### src/rtl/fb_write_arbiter.sv
// rtl/fb_write_arbiter.sv - round-robin arbiter sharing framebuffer write port B between rasterizer and buffered CPU writes
// Optional feature macro: FB_BOUNDS_CHECK_EN (drop and flag writes with addr >= TOTAL_WORDS)
module fb_write_arbiter #(
   parameter int A_WIDTH     = 16,
   parameter int D_WIDTH     = 3,
   parameter int TOTAL_WORDS = 34240,
   parameter int FIFO_DEPTH  = 4
) (
   input  logic               clk,
   input  logic               n_rst_async,
   input  logic               gpu_valid,
   output logic               gpu_ready,
   input  logic [A_WIDTH-1:0] gpu_addr,
   input  logic [D_WIDTH-1:0] gpu_pixel,
   input  logic               cpu_valid,
   output logic               cpu_ready,
   input  logic [A_WIDTH-1:0] cpu_addr,
   input  logic [D_WIDTH-1:0] cpu_pixel,
   output logic [A_WIDTH-1:0] fb_addr,
   output logic               fb_write_en,
   output logic [D_WIDTH-1:0] fb_pixel,
   output logic               busy,
   output logic               oob_error
);

   localparam int PW = $clog2(FIFO_DEPTH);
   localparam int EW = A_WIDTH + D_WIDTH;
   localparam logic [31:0] TOTAL_W32 = TOTAL_WORDS;

`ifdef FB_BOUNDS_CHECK_EN
   localparam logic BOUNDS_EN = 1'b1;
`else
   localparam logic BOUNDS_EN = 1'b0;
`endif

   typedef enum logic {GRANT_GPU = 1'b0, GRANT_CPU = 1'b1} grant_e;

   logic [EW-1:0]      mem_q [FIFO_DEPTH];
   logic [PW:0]        wr_ptr_q, wr_ptr_d;
   logic [PW:0]        rd_ptr_q, rd_ptr_d;
   logic               full_q, full_d;
   logic               empty_q, empty_d;
   grant_e             last_grant_q;
   logic [A_WIDTH-1:0] fb_addr_q;
   logic [D_WIDTH-1:0] fb_pixel_q;
   logic               fb_write_en_q;
   logic               oob_error_q;

   logic               push, gpu_grant, cpu_grant, issue, drop;
   logic [EW-1:0]      head;
   logic [A_WIDTH-1:0] sel_addr;
   logic [D_WIDTH-1:0] sel_pixel;

   always_comb begin
      cpu_ready = ~full_q;
      gpu_ready = empty_q | (last_grant_q == GRANT_CPU);
      push      = cpu_valid & ~full_q;
      gpu_grant = gpu_valid & gpu_ready;
      // Only entries already in the FIFO (registered empty flag) compete: no same-cycle bypass.
      cpu_grant = ~gpu_grant & ~empty_q;
      issue     = gpu_grant | cpu_grant;

      wr_ptr_d  = wr_ptr_q + {{PW{1'b0}}, push};
      rd_ptr_d  = rd_ptr_q + {{PW{1'b0}}, cpu_grant};
      empty_d   = (wr_ptr_d == rd_ptr_d);
      full_d    = (wr_ptr_d[PW] != rd_ptr_d[PW]) && (wr_ptr_d[PW-1:0] == rd_ptr_d[PW-1:0]);

      head      = mem_q[rd_ptr_q[PW-1:0]];
      sel_addr  = gpu_grant ? gpu_addr  : head[EW-1:D_WIDTH];
      sel_pixel = gpu_grant ? gpu_pixel : head[D_WIDTH-1:0];
      drop      = BOUNDS_EN & (32'(sel_addr) >= TOTAL_W32);
   end

   always_ff @(posedge clk) begin
      if (push) begin
         mem_q[wr_ptr_q[PW-1:0]] <= {cpu_addr, cpu_pixel};
      end
   end

   always_ff @(posedge clk or negedge n_rst_async) begin
      if (!n_rst_async) begin
         wr_ptr_q      <= '0;
         rd_ptr_q      <= '0;
         full_q        <= 1'b0;
         empty_q       <= 1'b1;
         last_grant_q  <= GRANT_CPU;
         fb_addr_q     <= '0;
         fb_pixel_q    <= '0;
         fb_write_en_q <= 1'b0;
         oob_error_q   <= 1'b0;
      end else begin
         wr_ptr_q <= wr_ptr_d;
         rd_ptr_q <= rd_ptr_d;
         full_q   <= full_d;
         empty_q  <= empty_d;
         if (gpu_grant) begin
            last_grant_q <= GRANT_GPU;
         end else if (cpu_grant) begin
            last_grant_q <= GRANT_CPU;
         end
         // A dropped out-of-range write still consumes its grant but leaves the port idle.
         fb_write_en_q <= issue & ~drop;
         oob_error_q   <= issue & drop;
         if (issue && !drop) begin
            fb_addr_q  <= sel_addr;
            fb_pixel_q <= sel_pixel;
         end
      end
   end

   assign fb_addr     = fb_addr_q;
   assign fb_pixel    = fb_pixel_q;
   assign fb_write_en = fb_write_en_q;
   assign oob_error   = oob_error_q;
   assign busy        = ~empty_q | fb_write_en_q;

endmodule

### config.mk
export PLATFORM = sky130hd
export DESIGN_NAME = fb_write_arbiter
export DESIGN_NICKNAME = d
export VERILOG_FILES = /design/src/rtl/fb_write_arbiter.sv
export SDC_FILE = /design/constraint.sdc
export NUM_CORES = 1
export LEC_CHECK = 0
export ABC_AREA = 1
export BUFFER_PORTS_ARGS = -buffer_cell sky130_fd_sc_hd__buf_4
export CORE_UTILIZATION = 40
export CTS_CLUSTER_DIAMETER = 40
export CTS_CLUSTER_SIZE = 12
export DETAILED_ROUTE_END_ITERATION = 10
export GPL_TIMING_DRIVEN = 0
export HOLD_SLACK_MARGIN = 0.15
export PLACE_DENSITY = 0.62
export SYNTH_ARGS = -nofsm -noshare
export SYNTH_HDL_FRONTEND = slang
export SYNTH_SLANG_ARGS = --single-unit
### constraint.sdc
create_clock -name clk -period 6.7 [get_ports clk]
set_input_delay 0.67 -clock clk [delete_from_list [all_inputs] [get_ports clk]]
set_output_delay 0.67 -clock clk [all_outputs]
set_load 0.005 [all_outputs]
==> impl_metrics.yaml, run 1 <==
power_and_ir_drop:
  powerDensity_nw_per_um2: 408
  p_seq_share_pct: 43.9
  swShare_pct: 37.7
  switchingPower_w: 0.000827
  p_int_w: 0.00137
  combPwrFrac_pct: 40.6
  peakVddDrop_mv: 0.130
  p_leak_nw: 2.46
  clockPowerShare_pct: 15.5
timing:
  fin_crit_ns: 2.16
  setup_viol: 0
  hold_viol_final: 0
  max_slew_margin_pct: 40.2
  max_freq_mhz: 463
  finalMaxSlewViolations: 0
  max_slew.worst_pin.slew_ns: 0.893
  fin_crit_sh_pct: 32.3
  fin_setup_tns_ns: 0
  rsz0062_at_grt: "no"
  fin_skew_ns: 0.00690
  whs_ns: 0.220
floorplanning:
  num_rows: 38
  boundaryPins: 66
  die_area_um2: 11600
  core_area_um2: 10800
  die_height_um: 108
  die_w_um: 108
  start_util_pct: 41.2
synth:
  synth.avg_cell_area_um2: 10.2
  syn_inst: 436
  yosysWarnings: 0
  synth.distinct_cells: 24
  synth_nets: 482
  yosysSeqAreaShare_pct: 67.5
  ys_ff_latch: 105
  syn_area_um2: 4460
drt:
  wl_per_cell_um: 14.1
  drtIter0Drc: 136
  drcViolationCount: 0
  ant_nets: 0
  viasPerCell: 4.52
  vias: 3000
  drt_pass1_iterations: 4
  routed_wl_um: 9320
layout:
  final_nets: 564
  drive_gt1_share_pct: 21.0
  antenna_cells: 0
  syn2layout_area_growth_pct: 20.6
placement:
  io_buffer_count: 64
  gp_congestion: 0.754
  dp_hpwl_um: 6530
worst_setup_path:
  reg2regPathDepth: 4
  endpoint_kind: "output pin"
  critical_path.max_fanout: 10
  required_ns: 6.03
  crit_arrival_ns: 1.49
  start_kind: "register"
  path_class: "reg2out"
global_routing:
  grt_pass1_vias: 2913
  grt_max_degree: 30
  grt_usage_pct: 17.4
  grt_pass1_wl_um: 14900
  antenna_found_initial: 0
  gr-total-overflow: 0
clock_network:
  clock_latency_ns: 0.36
  clk_pin_slew_ns: 0.09
  cts_resized: 0
  cts_buffer_depth: 2
  cts_tree: "built"
  clock_sinks: 105
  cts_hold_buf: 0
  cts-root-buf: "clkbuf_8"
  numCtsBuffers: 9
  cts_setup_buffers: 0
  htreeDepth: 3
worst_hold_path:
  min_path_type: "in2async"
status:
  status: "finished clean"
flow_run:
  drv_cap: 0
[registers in the layout, summed over array words and instances, names as in the netlist]
name and cells:
empty_q 1, fb_addr 16, fb_pixel 3, fb_write_en 1, full_q 1, last_grant_q 1
mem_q 76, rd_ptr_q 3, wr_ptr_q 3
[worst max-delay path, cell delays in order (launching register included)]
cell and delay, ns:
dfstp_2 0.60, inv_1 0.08, nand2_2 0.17, buf_6 0.17, buf_4 0.11
[cells by family (layout without fill, tap and decap cells)]
group | Yosys count | in the layout | synth area share, %
and+or+nand+nor | 254 | 254 | 23.4
xor gates and xnor gates | 5 | 5 | 0.981
DFF | 105 | 105 | 67.5
other | 1 | 1 | 0.0840
adders and majority gates | 4 | 4 | 1.12
buffers and inverters | 63 | 150 | 6.25
AOI/OAI and AO/OA | 4 | 4 | 0.701
[through the flow]
step                power (W)  cell area (um2)  utilization (%)  std cells  setup WS [ns]
floorplan             0.00151             4460                -        436           4.17
global placement      0.00184             5120             47.2        640           2.92
detailed placement    0.00188             5220             48.2        647           4.37
CTS                   0.00222             5380             49.7        663           4.52
global route          0.00237             5380             49.7        663           4.45
finish                0.00220             5380             49.7        663           4.54
[worst paths after layout]
kind / startpoint / slack [ns] / endpoint
worst max-delay path: empty_q / 4.54 / gpu_ready
worst min-delay path: n_rst_async / 0.22 / full_q
worst max register to register: full_q / 4.75 / mem_q[3][5]
worst min register to register: fb_addr[15] / 0.49 / fb_addr[15]
max in group asynchronous: n_rst_async / 6.16 / last_grant_q
min in group clk: fb_addr[15] / 0.49 / fb_addr[15]
[cells in the mapped netlist]
| library cell | number | area (um2) |
|---|---|---|
| buf_6 | 3 | 33.8 |
| edfxtp_1 | 76 | 2280 |
| nand2_4 | 1 | 11.3 |
| nand3_1 | 59 | 295 |
| o21ai_4 | 1 | 16.3 |
| xor2_1 | 1 | 8.76 |
| buf_4 | 1 | 7.51 |
| xnor2_1 | 4 | 35.0 |
| conb_1 | 1 | 3.75 |
| clkinv_1 | 1 | 3.75 |
| buf_2 | 11 | 55.1 |
| inv_4 | 1 | 6.26 |
| a21oi_1 | 2 | 10.0 |
| or2_2 | 1 | 6.26 |
| dfrtp_1 | 27 | 676 |
| nor3_1 | 4 | 20.0 |
| clkbuf_1 | 3 | 11.3 |
| nand2_1 | 187 | 702 |
| nor2_1 | 1 | 3.75 |
| nand2_2 | 1 | 6.26 |
| ha_1 | 4 | 50.1 |
| o21ai_0 | 1 | 5.00 |
| inv_1 | 43 | 161 |
| dfstp_2 | 2 | 52.6 |
[final cells by class]
class                      instances  area, um2
clock buffer                      11        131
tap                              140        175
clock inverter                     5       31.3
buffer                            18        108
inverter                          45        171
sequential                       105       3010
timing repair buffer              71        563
fill                             996       5460
multi-input combinational        268       1190
[cell usage in the layout (no fill, tap or decap), drive strengths merged]
cell type / count
a21oi: 2
buf: 86
clkbuf: 14
clkinv: 5
conb: 1
dfrtp: 27
dfstp: 2
edfxtp: 76
ha: 4
inv: 45
nand2: 189
nand3: 59
nor2: 1
nor3: 4
o21ai: 2
or2: 1
xnor2: 4
xor2: 1
[metal layers]
| layer | part of all wire [%] | up-vias | track usage, % |
|---|---|---|---|
| met2 | 47 | 75 | 27.8 |
| li1 | - | 1565 | - |
| met3 | 5.1 | 10 | 2.30 |
| met5 | 0 | - | 0 |
| met1 | 47 | 1350 | 23.8 |
| met4 | 1.2 | 0 | 7.63 |
[power by group through the flow]
stage	Sequential, W	Combinational, W	Clock [W]
3_3_place_gp	0.000978	0.000859	0
2_1_floorplan	0.000972	0.000540	0
6_report	0.000964	0.000891	0.000340
3_5_place_dp	0.000980	0.000900	0
4_1_cts	0.000965	0.000905	0.000351
5_1_grt	0.000981	0.00101	0.000376
(Power assumes the default switching activity.)
==> run 2: changes to the inputs <==
- PLACE_DENSITY: 0.62 -> 0.65
- clock period: 6.7 -> 1.8 ns (I/O delays scaled with it)
==> run 2 against run 1 <==
Net effect: sequential power grew to 3.7 times the previous value; critical path depth is the same; global-route usage grew 0.70 points; register-to-register slack lost 4.6 ns; largest cell class unchanged; critical endpoint unchanged; worst setup slack lost 4.4 ns; first-iteration DRC count grew 15%; via count grew 8.9%; flip-flop and latch count is the same; sequential share of layout area shrank 2.9 points.
==> impl_metrics.yaml, run 2 (synthesized netlist as in run 1, its figures left out) <==
status:
  status: "finished clean"
placement:
  io_buffer_count: 64
  gp_congestion: 0.760
  placed_cells: 645
  place_area_um2: 5190
  dp_hpwl_um: 6540
drt:
  drcViolationCount: 0
  vias: 3268
  ant_nets: 0
  viasPerCell: 4.76
  routed_wl_um: 9730
  wl_per_cell_um: 14.2
  drtIter0Drc: 156
  drt_pass1_iterations: 5
global_routing:
  grt_usage_pct: 18.1
  antenna_found_initial: 0
  grt_max_degree: 30
  grt_pass1_wl_um: 15700
  use_met2_pct: 30.0
  gr-max-usage-layer: "met2"
  gr-total-overflow: 0
  grt_pass1_vias: 3324
  met3_usage_pct: 2.54
  grt_use_met1_pct: 23.6
clock_network:
  cts_tree: "built"
  cts-root-buf: "clkbuf_8"
  clock_latency_ns: 0.37
  numCtsBuffers: 9
  cts_buffer_depth: 2
  htreeDepth: 3
  clock_sinks: 105
  clk_pin_slew_ns: 0.10
layout:
  syn2layout_area_growth_pct: 27.3
  post-route-util_pct: 52.4
  fin_cells: 686
  antenna_cells: 0
  final_common_cell: "nand2_1"
  final_area_um2: 5680
  final_nets: 587
  largest_reg_flops: 76
  drive_gt1_share_pct: 21.2
  most-common-layout-cells: "nand2_1, edfxtp_1, buf_4"
power_and_ir_drop:
  powerDensity_nw_per_um2: 1510
  p_leak_nw: 2.59
  peakVddDrop_mv: 0.505
  power_w: 0.00858
worst_setup_path:
  path_cells: "inv_1, nand2_2, buf_6, buf_4"
  required_ns: 1.62
  crit_path_max_incr_delay_ns: 0.61
  r2r_slack_ns: 0.11
  path_class: "reg2out"
  crit_slowest_cell: "dfstp_2"
  crit_arrival_ns: 1.52
  critical_path.max_fanout: 10
  start_kind: "register"
  endpoint_kind: "output pin"
floorplanning:
  boundaryPins: 66
  core_area_um2: 10800
  die_height_um: 108
  start_util_pct: 41.2
  num_rows: 38
  die_w_um: 108
  die_area_um2: 11600
timing:
  fin_crit_sh_pct: 94.3
  hold_viol_final: 0
  fin_setup_tns_ns: 0
  fin_skew_ns: 0.00825
  max_freq_mhz: 589
  max_slew.worst_pin.slew_ns: 0.549
  max_slew_margin_pct: 63.4
  finalMaxSlewViolations: 0
  rsz0062_at_grt: "no"
  setup_viol: 0
  fin_crit_ns: 1.70
flow_run:
  drv_cap: 0
worst_hold_path:
  min_path_type: "in2reg"
## run 2: power by group
part | total (W) | switching, W | internal [W] | leakage, nW
logic | 0.00343 | 0.00208 | 0.00135 | 1.46
clock network | 0.00154 | 0.000864 | 0.000676 | 0.108
registers | 0.00361 | 0.000310 | 0.00330 | 1.03
total | 0.00858 | 0.00325 | 0.00533 | 2.59
## run 2: routing by layer
metal  vias to the layer above  share of wire [%]
met1                      1531                 45
li1                       1610                  -
met3                        17                5.4
met2                       110                 47
met4                         0                1.9
met5                         -                  0
## run 2: through the flow
stage	setup WS (ns)	hold WS, ns
after floorplan	-0.478	-0.116
after global placement	-1.56	0.126
after detailed placement	-0.138	0.130
after CTS	-0.162	0.180
after global routing	0.000171	0.228
final	0.102	0.182
## run 2: final timing paths
| check | startpoint | depth (start not counted) | endpoint |
|---|---|---|---|
| worst max-delay path | empty_q | 4 | gpu_ready |
| worst min register to register | fb_addr[0] | 2 | fb_addr[0] |
| worst max register to register | empty_q | 8 | empty_q |
| min in group asynchronous | n_rst_async | 2 | wr_ptr_q[0] |
| worst min-delay path | gpu_addr[0] | 7 | fb_addr[0] |
| max in group asynchronous | n_rst_async | 2 | last_grant_q |
## run 2: cell type report
cell class                      count  area (um2)
Clock inverter                      7        83.8
Tap cell                          140         175
Clock buffer                        9         124
Fill cell                         963        5160
Buffer                             18         108
Sequential cell                   105        3010
Timing Repair Buffer               94         788
Multi-Input combinational cell    268        1220
Inverter                           45         171
## run 2: what timing repair did
action	4_1_cts	5_1_grt
gates resized for setup	0	5
hold endpoints to repair	107	0
endpoints found under the setup margin	30	50
hold buffers	22	0
setup buffers	0	3
## run 2: critical path: cells and delay by family (launching register included)
family / cells / cell delay, ns
buffers and inverters: 3 / 0.37
DFF: 1 / 0.61
and+or+nand+nor: 1 / 0.17
==> run 3: changes to the inputs <==
- ABC_AREA: 1 -> unset
==> run 3 against run 2 <==
Net effect: largest cell class unchanged; cell count decreased by 30%; utilization increased by 3.1 points; hold slack improved by 0.11 ns; clock power increased by 3%; maximum frequency decreased by 1.6%; clock-buffer cell count increased by 2; first-iteration DRC count decreased by 22%; non-clock buffer count increased by 8; total power decreased by 10%.
==> impl_metrics.yaml, run 3 <==
status:
  status: "finished clean"
global_routing:
  use_met2_pct: 25.6
  grt_usage_pct: 16.1
  gr-total-overflow: 0
  grt_use_met1_pct: 22.3
  met3_usage_pct: 3.76
  grt_max_degree: 30
  grt_pass1_wl_um: 12000
  gr-max-usage-layer: "met2"
  antenna_found_initial: 0
  grt_pass1_vias: 2202
timing:
  max_slew_margin_pct: 63.8
  finalMaxSlewViolations: 0
  fin_setup_tns_ns: 0
  max_freq_mhz: 580
  setup_viol: 0
  hold_viol_final: 0
  max_slew.worst_pin.slew_ns: 0.543
  fin_crit_sh_pct: 95.8
  whs_ns: 0.291
  fin_skew_ns: 0.0113
  fin_crit_ns: 1.72
  rsz0062_at_grt: "no"
synth:
  synth.distinct_cells: 26
  syn_area_um2: 4110
  yosysTopAreaCell: "edfxtp_1"
  ys_dominant_reg_cell: "edfxtp_1"
  synth_top_area_share_pct: 55.5
  yosysMostFrequentCell: "edfxtp_1"
  yosys-top-cells-area: "edfxtp_1, dfrtp_1, mux4_1"
  yosysWarnings: 0
  synth_nets: 266
  synth_enable_flop_cells: 76
  syn_inst: 220
  yosysSeqAreaShare_pct: 73.3
  ys_ff_latch: 105
  synth.avg_cell_area_um2: 18.7
  synth_commonest_cells: "edfxtp_1, dfrtp_1, nor2_1"
  ys_async_sr_fraction_pct: 27.6
drt:
  drcViolationCount: 0
  drt_pass1_iterations: 4
  vias: 2299
  drtIter0Drc: 122
  ant_nets: 0
  viasPerCell: 4.82
  routed_wl_um: 7870
  wl_per_cell_um: 16.5
layout:
  num-fill-cells: 812
  final_nets: 385
  post-route-util_pct: 55.5
  final_area_um2: 5480
  most-common-layout-cells: "edfxtp_1, buf_4, dlygate4sd3_1"
  final_common_cell: "edfxtp_1"
  antenna_cells: 0
  drive_gt1_share_pct: 32.8
  largest_reg_flops: 76
  syn2layout_area_growth_pct: 33.3
  seqCellArea_um2: 3010
  multi_input_comb_area_um2: 1040
placement:
  place_area_um2: 4770
  gp_congestion: 0.710
  dp_hpwl_um: 4690
  io_buffer_count: 64
clock_network:
  clk_pin_slew_ns: 0.09
  htreeDepth: 3
  numCtsBuffers: 9
  clock_latency_ns: 0.36
  cts_buffer_depth: 2
  cts-root-buf: "clkbuf_8"
  cts_tree: "built"
  clock_sinks: 105
floorplanning:
  boundaryPins: 66
  core_area_um2: 9860
  die_w_um: 103
  die_area_um2: 10700
  die_height_um: 103
  start_util_pct: 41.7
  num_rows: 36
power_and_ir_drop:
  power_w: 0.00770
  peakVddDrop_mv: 0.542
  powerDensity_nw_per_um2: 1410
  p_leak_nw: 2.07
worst_setup_path:
  start_kind: "register"
  crit_arrival_ns: 2.02
  required_ns: 2.10
  endpoint_kind: "register"
  critical_path.max_fanout: 10
  path_class: "reg2reg"
worst_hold_path:
  min_path_type: "in2async"
flow_run:
  drv_cap: 0
==> run 3: worst max-delay path, stage by stage (launching register included) <==
cell	delay [ns]
dfstp_2	0.57
buf_8	0.15
a21oi_1	0.06
ha_1	0.18
ha_1	0.20
xnor2_2	0.17
xor2_1	0.19
nor2b_1	0.15
==> run 3: repair_timing <==
| item | 4_1_cts | 5_1_grt |
|---|---|---|
| setup buffers | 4 | 1 |
| pin swaps | 0 | 1 |
| endpoints found under the hold margin | 126 | 0 |
| hold buffers | 40 | 0 |
| setup endpoints to repair | 88 | 31 |
| resized for setup | 3 | 6 |
==> run 3: cells by family (layout without fill, tap and decap cells) <==
family | Yosys count | count (layout) | share of synthesized area [%]
XOR/XNOR | 5 | 5 | 1.07
flip-flops | 105 | 105 | 73.3
adder cells (fa/ha/maj) | 4 | 4 | 1.22
AO/OA/AOI/OAI | 21 | 21 | 2.56
other | 1 | 1 | 0.0913
AND/OR/NAND/NOR | 31 | 31 | 3.41
multiplexers | 39 | 39 | 16.1
buffers and inverters | 14 | 138 | 2.28
==> run 3: area by class of cell <==
type	instances	share of cell area, %
Sequential cell	105	55.0
Multi-Input combinational cell	101	18.9
Timing Repair Buffer	109	17.2
Tap cell	133	3.04
Clock buffer	11	2.58
Buffer	11	1.69
Clock inverter	5	1.46
Inverter	2	0.137
==> run 3: path summary, 6_finish.rpt <==
check                      cells after the start           end         start  slack (ns)
max                                            7       empty_q       empty_q        0.08
min reg2reg                                    1  last_grant_q  last_grant_q        0.50
min in group clk                               3   wr_ptr_q[0]     cpu_valid        0.36
min                                            2   fb_addr[15]   n_rst_async        0.29
max in group asynchronous                      2  last_grant_q   n_rst_async        1.17
max reg2reg                                    7       empty_q       empty_q        0.08
==> run 3: metal layers <==
metal | part of all wire (%) | up-vias | wire length (um)
met1 | 46 | 1152 | 3620
met5 | 0 | - | 0
met4 | 1.1 | 0 | 87
li1 | - | 1084 | -
met3 | 3.5 | 7 | 279
met2 | 49 | 56 | 3880
==> run 3: metrics by stage <==
step,setup WS [ns],instances
floorplan,0.00473,220
global placement,-0.269,417
detailed placement,-0.315,417
CTS,-0.000111,476
global route,0.00606,477
finish,0.0751,477
==> run 3: where the power goes <==
| part | switching [W] | internal, W |
|---|---|---|
| Combinational | 0.00115 | 0.00142 |
| Clock | 0.000769 | 0.000820 |
| Sequential | 0.000269 | 0.00327 |
